`config.mk`:
```
export PLATFORM = sky130hd
export DESIGN_NAME = apu_sample_fifo
export DESIGN_NICKNAME = d
export VERILOG_FILES = /design/src/rtl/apu_sample_fifo.sv
export SDC_FILE = /design/constraint.sdc
export NUM_CORES = 1
export LEC_CHECK = 0
export BUFFER_PORTS_ARGS = -buffer_cell sky130_fd_sc_hd__buf_2
export CORE_UTILIZATION = 40
export CTS_CLUSTER_SIZE = 8
export DETAILED_ROUTE_END_ITERATION = 8
export HOLD_SLACK_MARGIN = 0.12
export PLACE_DENSITY_LB_ADDON = 0.3
export SYNTH_ARGS = -nofsm -noshare
export SYNTH_HDL_FRONTEND = slang
export SYNTH_SLANG_ARGS = --single-unit
```
`constraint.sdc`:
```
create_clock -name iCLK_18_4 -period 3.7 [get_ports iCLK_18_4]
set_input_delay 0.185 -clock iCLK_18_4 [delete_from_list [all_inputs] [get_ports iCLK_18_4]]
set_output_delay 0.185 -clock iCLK_18_4 [all_outputs]
set_load 0.01 [all_outputs]
```
`src/rtl/apu_sample_fifo.sv`:
```
// apu_sample_fifo: box-average the unsigned APU mixer stream by 2^AVG_LOG2,
// convert offset-binary to two's complement, buffer in a small FIFO, and hand
// one signed sample per frame request to the serializer. A FILL/RUN state
// machine primes the FIFO to half depth before real samples are released.
module apu_sample_fifo #(
    parameter int unsigned IN_WIDTH   = 16,
    parameter int unsigned DATA_WIDTH = 16,
    parameter int unsigned AVG_LOG2   = 5,
    parameter int unsigned FIFO_AW    = 4
) (
    input  logic                  iCLK_18_4,
    input  logic                  iRST,
    input  logic [IN_WIDTH-1:0]   iSample,
    input  logic                  iSample_Valid,
    input  logic                  iReq,
    input  logic                  iClear_Flags,
    output logic [DATA_WIDTH-1:0] oSample,
    output logic                  oSample_Ack,
    output logic [FIFO_AW:0]      oLevel,
    output logic                  oOverflow,
    output logic                  oUnderflow
);

    localparam int unsigned ACC_W = IN_WIDTH + AVG_LOG2;
    localparam int unsigned DEPTH = 1 << FIFO_AW;
    localparam int unsigned HALF  = DEPTH / 2;
    localparam int unsigned LVL_W = FIFO_AW + 1;

    typedef enum logic [0:0] {
        ST_FILL = 1'b0,
        ST_RUN  = 1'b1
    } state_t;

    // ------------------------------------------------------------------
    // Averager
    // ------------------------------------------------------------------
    logic [ACC_W-1:0]      r_acc;
    logic [AVG_LOG2-1:0]   r_cnt;
    logic [DATA_WIDTH-1:0] r_avg;
    logic                  r_avg_vld;

    logic [ACC_W-1:0]      w_sum;
    logic                  w_last;
    logic [IN_WIDTH-1:0]   w_avg;
    logic [IN_WIDTH-1:0]   w_tc;
    logic [DATA_WIDTH-1:0] w_conv;

    assign w_sum  = r_acc + ACC_W'(iSample);
    assign w_last = iSample_Valid && (r_cnt == {AVG_LOG2{1'b1}});
    // Accumulator is wide enough that the top IN_WIDTH bits are the truncated mean.
    assign w_avg  = w_sum[ACC_W-1:AVG_LOG2];
    // Flipping the MSB turns offset-binary into two's complement.
    assign w_tc   = {~w_avg[IN_WIDTH-1], w_avg[IN_WIDTH-2:0]};

    // Width adaptation: left-justify when widening, drop LSBs when narrowing.
    generate
        if (DATA_WIDTH > IN_WIDTH) begin : g_widen
            assign w_conv = {w_tc, {(DATA_WIDTH-IN_WIDTH){1'b0}}};
        end else if (DATA_WIDTH < IN_WIDTH) begin : g_narrow
            assign w_conv = w_tc[IN_WIDTH-1 -: DATA_WIDTH];
        end else begin : g_same
            assign w_conv = w_tc;
        end
    endgenerate

    // Accumulate strobed samples; latch the converted mean on the final strobe.
    always_ff @(posedge iCLK_18_4) begin
        if (iRST) begin
            r_acc     <= '0;
            r_cnt     <= '0;
            r_avg     <= '0;
            r_avg_vld <= 1'b0;
        end else begin
            r_avg_vld <= w_last;
            if (iSample_Valid) begin
                if (w_last) begin
                    r_acc <= '0;
                    r_cnt <= '0;
                    r_avg <= w_conv;
                end else begin
                    r_acc <= w_sum;
                    r_cnt <= r_cnt + AVG_LOG2'(1);
                end
            end
        end
    end

    // ------------------------------------------------------------------
    // FIFO storage and control
    // ------------------------------------------------------------------
    logic [DATA_WIDTH-1:0] r_mem [DEPTH];
    logic [FIFO_AW-1:0]    r_wr_ptr;
    logic [FIFO_AW-1:0]    r_rd_ptr;
    logic [LVL_W-1:0]      r_level;

    logic                  w_full;
    logic                  w_empty;
    logic                  w_push_ok;
    logic                  w_ovf_evt;

    state_t                r_state;
    state_t                w_state_nxt;
    logic                  w_pop;
    logic                  w_unf_evt;
    logic                  w_silence;

    assign w_full    = (r_level == LVL_W'(DEPTH));
    assign w_empty   = (r_level == '0);
    // A pop in the same cycle frees the slot, so a full FIFO still accepts the push.
    assign w_push_ok = r_avg_vld && (!w_full || w_pop);
    assign w_ovf_evt = r_avg_vld && w_full && !w_pop;

    // State register.
    always_ff @(posedge iCLK_18_4) begin
        if (iRST) begin
            r_state <= ST_FILL;
        end else begin
            r_state <= w_state_nxt;
        end
    end

    // Next-state and request decode: FILL answers with silence until half full.
    always_comb begin
        w_state_nxt = r_state;
        w_pop       = 1'b0;
        w_unf_evt   = 1'b0;
        w_silence   = 1'b0;
        case (r_state)
            ST_FILL: begin
                w_silence = iReq;
                if (r_level >= LVL_W'(HALF)) begin
                    w_state_nxt = ST_RUN;
                end
            end
            ST_RUN: begin
                if (iReq) begin
                    if (w_empty) begin
                        w_unf_evt   = 1'b1;
                        w_state_nxt = ST_FILL;
                    end else begin
                        w_pop = 1'b1;
                    end
                end
            end
            default: begin
                w_state_nxt = ST_FILL;
            end
        endcase
    end

    // Sample storage; not reset, contents are only read behind a valid level.
    always_ff @(posedge iCLK_18_4) begin
        if (w_push_ok) begin
            r_mem[r_wr_ptr] <= r_avg;
        end
    end

    // Pointers and occupancy; pointers wrap naturally at the depth.
    always_ff @(posedge iCLK_18_4) begin
        if (iRST) begin
            r_wr_ptr <= '0;
            r_rd_ptr <= '0;
            r_level  <= '0;
        end else begin
            if (w_push_ok) begin
                r_wr_ptr <= r_wr_ptr + FIFO_AW'(1);
            end
            if (w_pop) begin
                r_rd_ptr <= r_rd_ptr + FIFO_AW'(1);
            end
            case ({w_push_ok, w_pop})
                2'b10:   r_level <= r_level + LVL_W'(1);
                2'b01:   r_level <= r_level - LVL_W'(1);
                default: r_level <= r_level;
            endcase
        end
    end

    // ------------------------------------------------------------------
    // Serializer handshake and debug flags
    // ------------------------------------------------------------------
    logic [DATA_WIDTH-1:0] r_sample;
    logic                  r_ack;
    logic                  r_ovf;
    logic                  r_unf;

    // Output sample: silence in FILL, head of FIFO on a pop, hold otherwise.
    always_ff @(posedge iCLK_18_4) begin
        if (iRST) begin
            r_sample <= '0;
            r_ack    <= 1'b0;
        end else begin
            r_ack <= iReq;
            if (w_silence) begin
                r_sample <= '0;
            end else if (w_pop) begin
                r_sample <= r_mem[r_rd_ptr];
            end
        end
    end

    // Sticky flags; a new event takes priority over a coincident clear.
    always_ff @(posedge iCLK_18_4) begin
        if (iRST) begin
            r_ovf <= 1'b0;
            r_unf <= 1'b0;
        end else begin
            if (w_ovf_evt) begin
                r_ovf <= 1'b1;
            end else if (iClear_Flags) begin
                r_ovf <= 1'b0;
            end
            if (w_unf_evt) begin
                r_unf <= 1'b1;
            end else if (iClear_Flags) begin
                r_unf <= 1'b0;
            end
        end
    end

    assign oSample     = r_sample;
    assign oSample_Ack = r_ack;
    assign oLevel      = r_level;
    assign oOverflow   = r_ovf;
    assign oUnderflow  = r_unf;

endmodule

```
==> results.py, run 1 <==
metrics = {
    "floorplan": {
        "rows": 66,
        "die_w_um": 185.1,
        "die-area_um2": 34280,
        "die_h_um": 185.1,
        "initial_utilization": 0.4092,
        "ios": 45,
        "core_area_um2": 32780,
    },
    "global_route": {
        "antenna_found_initial": 0,
        "grt_max_degree": 42,
        "overflow": 0,
        "grt_pass1_wl_um": 44990,
        "grt_use_total": 0.1780,
        "grt_pass1_vias": 7444,
    },
    "final_layout": {
        "areaGrowthSynthToFinish_pct": 16.95,
        "final_cells": 1383,
        "fillers": 2768,
        "drive_gt1_frac": 0.2359,
        "multi_input_area_um2": 4021,
        "n_antenna_cell": 0,
        "fin_nets": 950,
        "seqCellArea_um2": 9214,
    },
    "place": {
        "place_hpwl_um": 17330,
        "dp_cells": 1293,
        "io_buffers": 44,
        "place_congestion": 0.7950,
    },
    "sta": {
        "fmax_mhz": 394.0,
        "finalCritPeriodShare": 0.6859,
        "setup_tns_ns": 0,
        "setup_viol": 0,
        "fin_skew_ns": 0.02152,
        "slew_violations": 0,
        "relSlewSlack": 0.1512,
        "hold_violations": 0,
        "final.min_clock_period_ns": 2.538,
        "rsz0062_at_grt": "no",
        "holdWs_ns": 0.2332,
        "tightest_slew_ns": 1.271,
    },
    "critical_path": {
        "critPathCaptureType": "register",
        "crit_path_max_fanout": 16,
        "worstSetupStartpointType": "register",
        "crit_slowest_cell": "nor2_2",
        "max_stage_delay_ns": 0.84,
        "worstPathRequired_ns": 3.85,
        "worstPathCellList": "nor4_1 -> a31oi_2 -> nand2_1 -> nor2_2",
        "cp_data_arrival_time_ns": 2.68,
        "critPathKind": "register to register",
    },
    "power_and_ir_drop": {
        "power_frac_seq": 0.481,
        "ir_worst_vdd_mv": 0.3745,
        "p_total_uw": 8361,
        "p_per_area_nw_per_um2": 532.8,
        "swShare": 0.2111,
        "internal-power_uw": 6595,
        "power.leakage_uw": 0.005898,
        "combinationalPowerShare": 0.043,
        "net-switching-power_uw": 1765,
        "pwr-share-clk": 0.476,
    },
    "clock_network": {
        "h-tree-depth": 2,
        "worstSkewPairLatency_ns": 0.55,
        "tritoncts": "built",
        "cts_buffer_depth": 3,
        "clk_pin_slew_ns": 0.05,
        "root_buffer": "clkbuf_16",
        "hold_buffers": 4,
        "cts_setup_buffers": 0,
        "clock_sinks": 332,
        "cts_resized": 0,
        "cts-buffers-inserted": 47,
    },
    "detailed_routing": {
        "dr.pass1.iters": 4,
        "routed_wl_um": 29290,
        "drc": 0,
        "vias": 7375,
        "viasPerCell": 5.333,
        "ant_nets": 0,
        "drtIter0Drc": 643,
        "wl_per_cell_um": 21.18,
    },
    "synth": {
        "synth.ff_latch_count": 332,
        "synth_enable_flop_cells": 256,
        "netlist_area_um2": 13420,
        "syn_avg_cell_area_um2": 16.32,
        "synth_cell_type_count": 48,
        "synth_nets": 868,
        "netlist_instances": 822,
        "ys.flop_type": "edfxtp_1",
        "synthArstFlopShare": 0,
        "yosysTopAreaCellShare": 0.5730,
        "synth_top_area_cell": "edfxtp_1",
        "seq_area_frac_synth": 0.6864,
        "synthTopCellsByArea": "edfxtp_1 (57%), mux4_2 (13%), dfxtp_1 (11%)",
        "yosysWarnings": 0,
    },
    "run_status": {
        "status": "complete, no violations",
    },
    "worst_hold_path": {
        "hold_path_class": "input pin to register",
    },
    "run": {
        "timing.max_cap.violations": 0,
    },
}
routing by layer:
layer	global-route usage	vias to the layer above	wire (um)
met1	0.2591	3757	13690
met2	0.2797	209	13600
met4	0.04661	0	421
li1	-	3373	-
met5	0	-	0
met3	0.02635	36	1576
power groups by stage:
stage	clock (uW)	sequential, uW	combinational [uW]
after floorplan	0	4090	284
after global placement	0	4090	352
after detailed placement	0	4090	359
after CTS	4050	4020	362
after global routing	4210	4020	410
final	3980	4020	361
layout make-up:
class	instances	share of cell area
clock buffer	83	0.08556
clock inverter	3	0.003429
timing repair buffer	70	0.02871
inverter	15	0.003588
sequential	332	0.5872
multi-input combinational	438	0.2563
tap	442	0.03524
cells in the final DEF, fill, tap and decap left out, types with 2 or more instances in the layout:
master	instances
a21o_1	10
a21oi_1	43
a221oi_1	2
a22o_1	14
a22oi_1	6
a31oi_1	4
a32oi_1	3
and3_1	4
buf_12	2
buf_2	44
buf_4	20
clkbuf_1	34
clkbuf_16	48
dfxtp_1	74
dlygate4sd3_1	4
edfxtp_1	256
ha_1	24
inv_1	14
mux2i_1	2
mux4_2	80
nand2_1	76
nand2b_1	5
nand3_1	6
nand4_1	7
nand4b_1	2
nor2_1	48
nor2_2	13
nor2b_1	5
nor3_1	9
nor3_2	4
o21a_1	3
o21ai_0	6
o21ai_1	9
o21bai_1	2
o221ai_1	2
or2_2	2
or3_1	5
xnor2_1	17
xor2_1	14
synth_stat cells, drive strengths merged (3+ instances only):
cell and number:
edfxtp 256, mux4 80, dfxtp 76, nand2 76, nor2 61, a21oi 44
ha 24, buf 19, clkbuf 18, xnor2 17, inv 15, o21ai 15
a22o 14, xor2 14, nor3 13, a21o 10, a22oi 7, nand4 7
nand3 6, a31oi 5, nand2b 5, nor2b 5, or3 5, and3 4
a32oi 3, o21a 3
flip-flops by register name (all words and copies together) (netlist names):
| name | count |
|---|---|
| oUnderflow | 1 |
| r_cnt | 5 |
| r_wr_ptr | 4 |
| r_avg | 16 |
| oSample | 16 |
| r_state | 1 |
| r_mem | 256 |
| r_acc | 21 |
| oOverflow | 1 |
| r_rd_ptr | 4 |
| oSample_Ack | 1 |
| r_avg_vld | 1 |
| oLevel | 5 |
critical path, delay by kind of cell, from the launching register on:
family,cells,cell delay [ns]
compound gates,1,0.46
simple gates,3,1.23
flops,1,0.44
final timing paths:
| kind | slack (ns) | endpoint | depth (start not counted) | startpoint |
|---|---|---|---|---|
| worst max-delay path | 1.16 | r_mem[4][3] | 4 | oLevel[0] |
| worst min register to register | 0.45 | oSample[5] | 2 | oSample[5] |
| worst min-delay path | 0.23 | r_cnt[1] | 2 | iRST |
| worst max register to register | 1.16 | r_mem[4][3] | 4 | oLevel[0] |
cells by family after synthesis:
family / share of synthesized area
adders and majority gates: 0.02387
DFF: 0.6864
muxes: 0.1358
xor gates and xnor gates: 0.02024
AOI/OAI and AO/OA: 0.05446
buffers and inverters: 0.01781
and+or+nand+nor: 0.06146
stage by stage:
| step | area (um^2) | utilization | setup slack, ns |
|---|---|---|---|
| after global placement | 14250 | 0.4348 | 1.194 |
| after global routing | 15690 | 0.4786 | 0.9618 |
| final | 15690 | 0.4786 | 1.162 |
| after floorplan | 13420 | - | 0.9616 |
| after CTS | 15690 | 0.4786 | 1.112 |
| after detailed placement | 14250 | 0.4348 | 1.135 |
No activity file was read; power rests on OpenSTA's default activity.
==> run 2: changes to the inputs <==
==> constraint.sdc (replaced) <==
create_clock -name iCLK_18_4 -period 2.6 [get_ports iCLK_18_4]
set_input_delay 0.13 -clock iCLK_18_4 [delete_from_list [all_inputs] [get_ports iCLK_18_4]]
set_output_delay 0.13 -clock iCLK_18_4 [all_outputs]
set_load 0.01 [all_outputs]
==> run 2 against run 1 <==
Effect of this change:
- die area stayed put
- via count hardly changed
- clock-buffer cell count is 3 lower
- maximum frequency is 7.2% higher
==> results.py, run 2 (same netlist as run 1, synthesis figures left out) <==
metrics = {
    "detailed_routing": {
        "vias": 7377,
        "viasPerCell": 5.273,
        "wl_per_cell_um": 20.51,
        "ant_nets": 0,
        "dr.pass1.iters": 5,
        "routed_wl_um": 28700,
        "drc": 0,
        "drtIter0Drc": 539,
    },
    "final_layout": {
        "drive_gt1_frac": 0.2487,
        "largest_register": "r_mem",
        "fillers": 2792,
        "final_cell_mix": "edfxtp_1 (256), mux4_2 (80), nand2_1 (76), dfxtp_1 (74), nor2_1 (48)",
        "areaGrowthSynthToFinish_pct": 18.52,
        "n_antenna_cell": 0,
        "final_common_cell": "edfxtp_1",
        "fin_nets": 968,
        "reg_top3": "r_mem x256, r_acc x21",
        "largest_reg_flops": 256,
    },
    "critical_path": {
        "critPathKind": "register to register",
        "reg2reg_depth": 10,
        "worstSetupStartpointType": "register",
        "crit_slowest_cell": "fa_1",
        "r2r-end": "r_acc[20]",
        "worstPathCellList": "ha_1 -> inv_1 -> fa_1 -> nor2b_1 -> o2111ai_1 -> a21oi_2 -> o21ai_1 -> a21oi_1 -> a21oi_1 -> a22o_1",
        "crit_top_cell": "a21oi_1",
        "r2r-start": "r_acc[0]",
        "max_stage_delay_ns": 0.37,
        "crit_path_max_fanout": 3,
        "critPathCaptureType": "register",
        "critical-path-top-delay-family": "compound AO/OA/AOI/OAI gates",
        "r2r_slack_ns": 0.23,
        "worstPathRequired_ns": 3.02,
        "cp_data_arrival_time_ns": 2.79,
        "cp_num_buf_inv": 1,
    },
    "run": {
        "timing.max_cap.violations": 0,
    },
    "power_and_ir_drop": {
        "p_total_uw": 11790,
        "power.leakage_uw": 0.006009,
        "p_per_area_nw_per_um2": 741.2,
        "ir_worst_vdd_mv": 0.4988,
    },
    "clock_network": {
        "cts_setup_buffers": 0,
        "cts_buffer_depth": 3,
        "h-tree-depth": 2,
        "clock_sinks": 332,
        "clk_pin_slew_ns": 0.05,
        "tritoncts": "built",
        "cts-buffers-inserted": 47,
        "worstSkewPairLatency_ns": 0.55,
        "root_buffer": "clkbuf_16",
    },
    "place": {
        "place_hpwl_um": 17740,
        "io_buffers": 44,
        "place_congestion": 0.8249,
    },
    "global_route": {
        "grt_pass1_vias": 7680,
        "grt_pass1_wl_um": 44790,
        "antenna_found_initial": 0,
        "grt_max_degree": 54,
        "grt_use_total": 0.1765,
        "overflow": 0,
    },
    "sta": {
        "rsz0062_at_grt": "no",
        "hold_violations": 0,
        "finalCritPeriodShare": 0.9102,
        "setup_viol": 0,
        "fmax_mhz": 422.6,
        "slew_violations": 0,
        "fin_skew_ns": 0.02015,
        "tightest_slew_ns": 0.8127,
        "setup_tns_ns": 0,
        "final.min_clock_period_ns": 2.367,
        "relSlewSlack": 0.4582,
    },
    "floorplan": {
        "die-area_um2": 34280,
        "rows": 66,
        "ios": 45,
        "initial_utilization": 0.4092,
        "core_area_um2": 32780,
        "die_h_um": 185.1,
        "die_w_um": 185.1,
    },
    "run_status": {
        "status": "complete, no violations",
    },
    "worst_hold_path": {
        "hp-start": "iSample[11]",
        "hold_depth": 4,
        "whs_endpoint": "r_avg[6]",
        "hold_path_class": "input pin to register",
    },
}
==> run 2: cell types whose count changed in the layout (fill, tap and decap cells not counted), sizes merged <==
| cell | delta |
|---|---|
| buf | +15 |
| clkbuf | -3 |
| clkinv | +1 |
| dlygate4sd3 | +3 |
==> run 2: layout make-up <==
class                      instances  area, um^2  share of cell area
timing repair buffer              88       693.2             0.04359
inverter                          15       56.30            0.003541
tap                              442       553.0             0.03478
clock inverter                     4       60.06            0.003777
clock buffer                      80        1300             0.08175
sequential                       332        9214              0.5794
multi-input combinational        438        4025              0.2531
==> run 2: routing by layer <==
metal,global-route usage,share of wire
met1,0.2433,0.46
met2,0.2920,0.48
met3,0.02733,0.041
met4,0.04562,0.016
met5,0,0
==> run 2: worst register-to-register path, stage by stage (launching register included) <==
cell and delay [ns]:
dfxtp_1 0.33, ha_1 0.16, inv_1 0.05, fa_1 0.37, nor2b_1 0.21, o2111ai_1 0.18
a21oi_2 0.22, o21ai_1 0.14, a21oi_1 0.24, a21oi_1 0.11, a22o_1 0.24
==> run 2: how the worst max path moves through the flow <==
stage          startpoint          end  slack, ns  cells past startpoint
2_1_floorplan   oLevel[0]  r_mem[7][0]       0.29                      4
3_3_place_gp     r_acc[0]    r_acc[20]       0.29                     10
3_5_place_dp     r_acc[0]    r_acc[20]       0.23                     10
4_1_cts          r_acc[0]    r_acc[20]       0.20                     10
5_1_grt          r_acc[0]    r_acc[20]       0.06                     10
6_report         r_acc[0]    r_acc[20]       0.23                     10
==> run 2: where the power goes <==
part / internal, uW / leakage (uW) / switching (uW)
Clock: 3380 / 0.000645 / 2160
Sequential: 5690 / 0.00360 / 34.9
Combinational: 217 / 0.00177 / 305
Total: 9290 / 0.00601 / 2500
==> run 2: repair_timing <==
action                                  CTS  global route
hold buffers                              7             0
endpoints found under the setup margin    0             1
endpoints found under the hold margin    25             0
gates resized for setup                   0             1
==> run 2: stage by stage <==
stage	setup WS, ns	cells	hold WS [ns]	cell area, um^2	util
floorplan	0.2850	822	0.2582	13440	-
global placement	0.2912	1308	0.4160	14470	0.4413
detailed placement	0.2292	1308	0.4293	14470	0.4413
CTS	0.2043	1399	0.1351	15900	0.4849
global route	0.05606	1399	0.1934	15900	0.4850
finish	0.2334	1399	0.1538	15900	0.4850
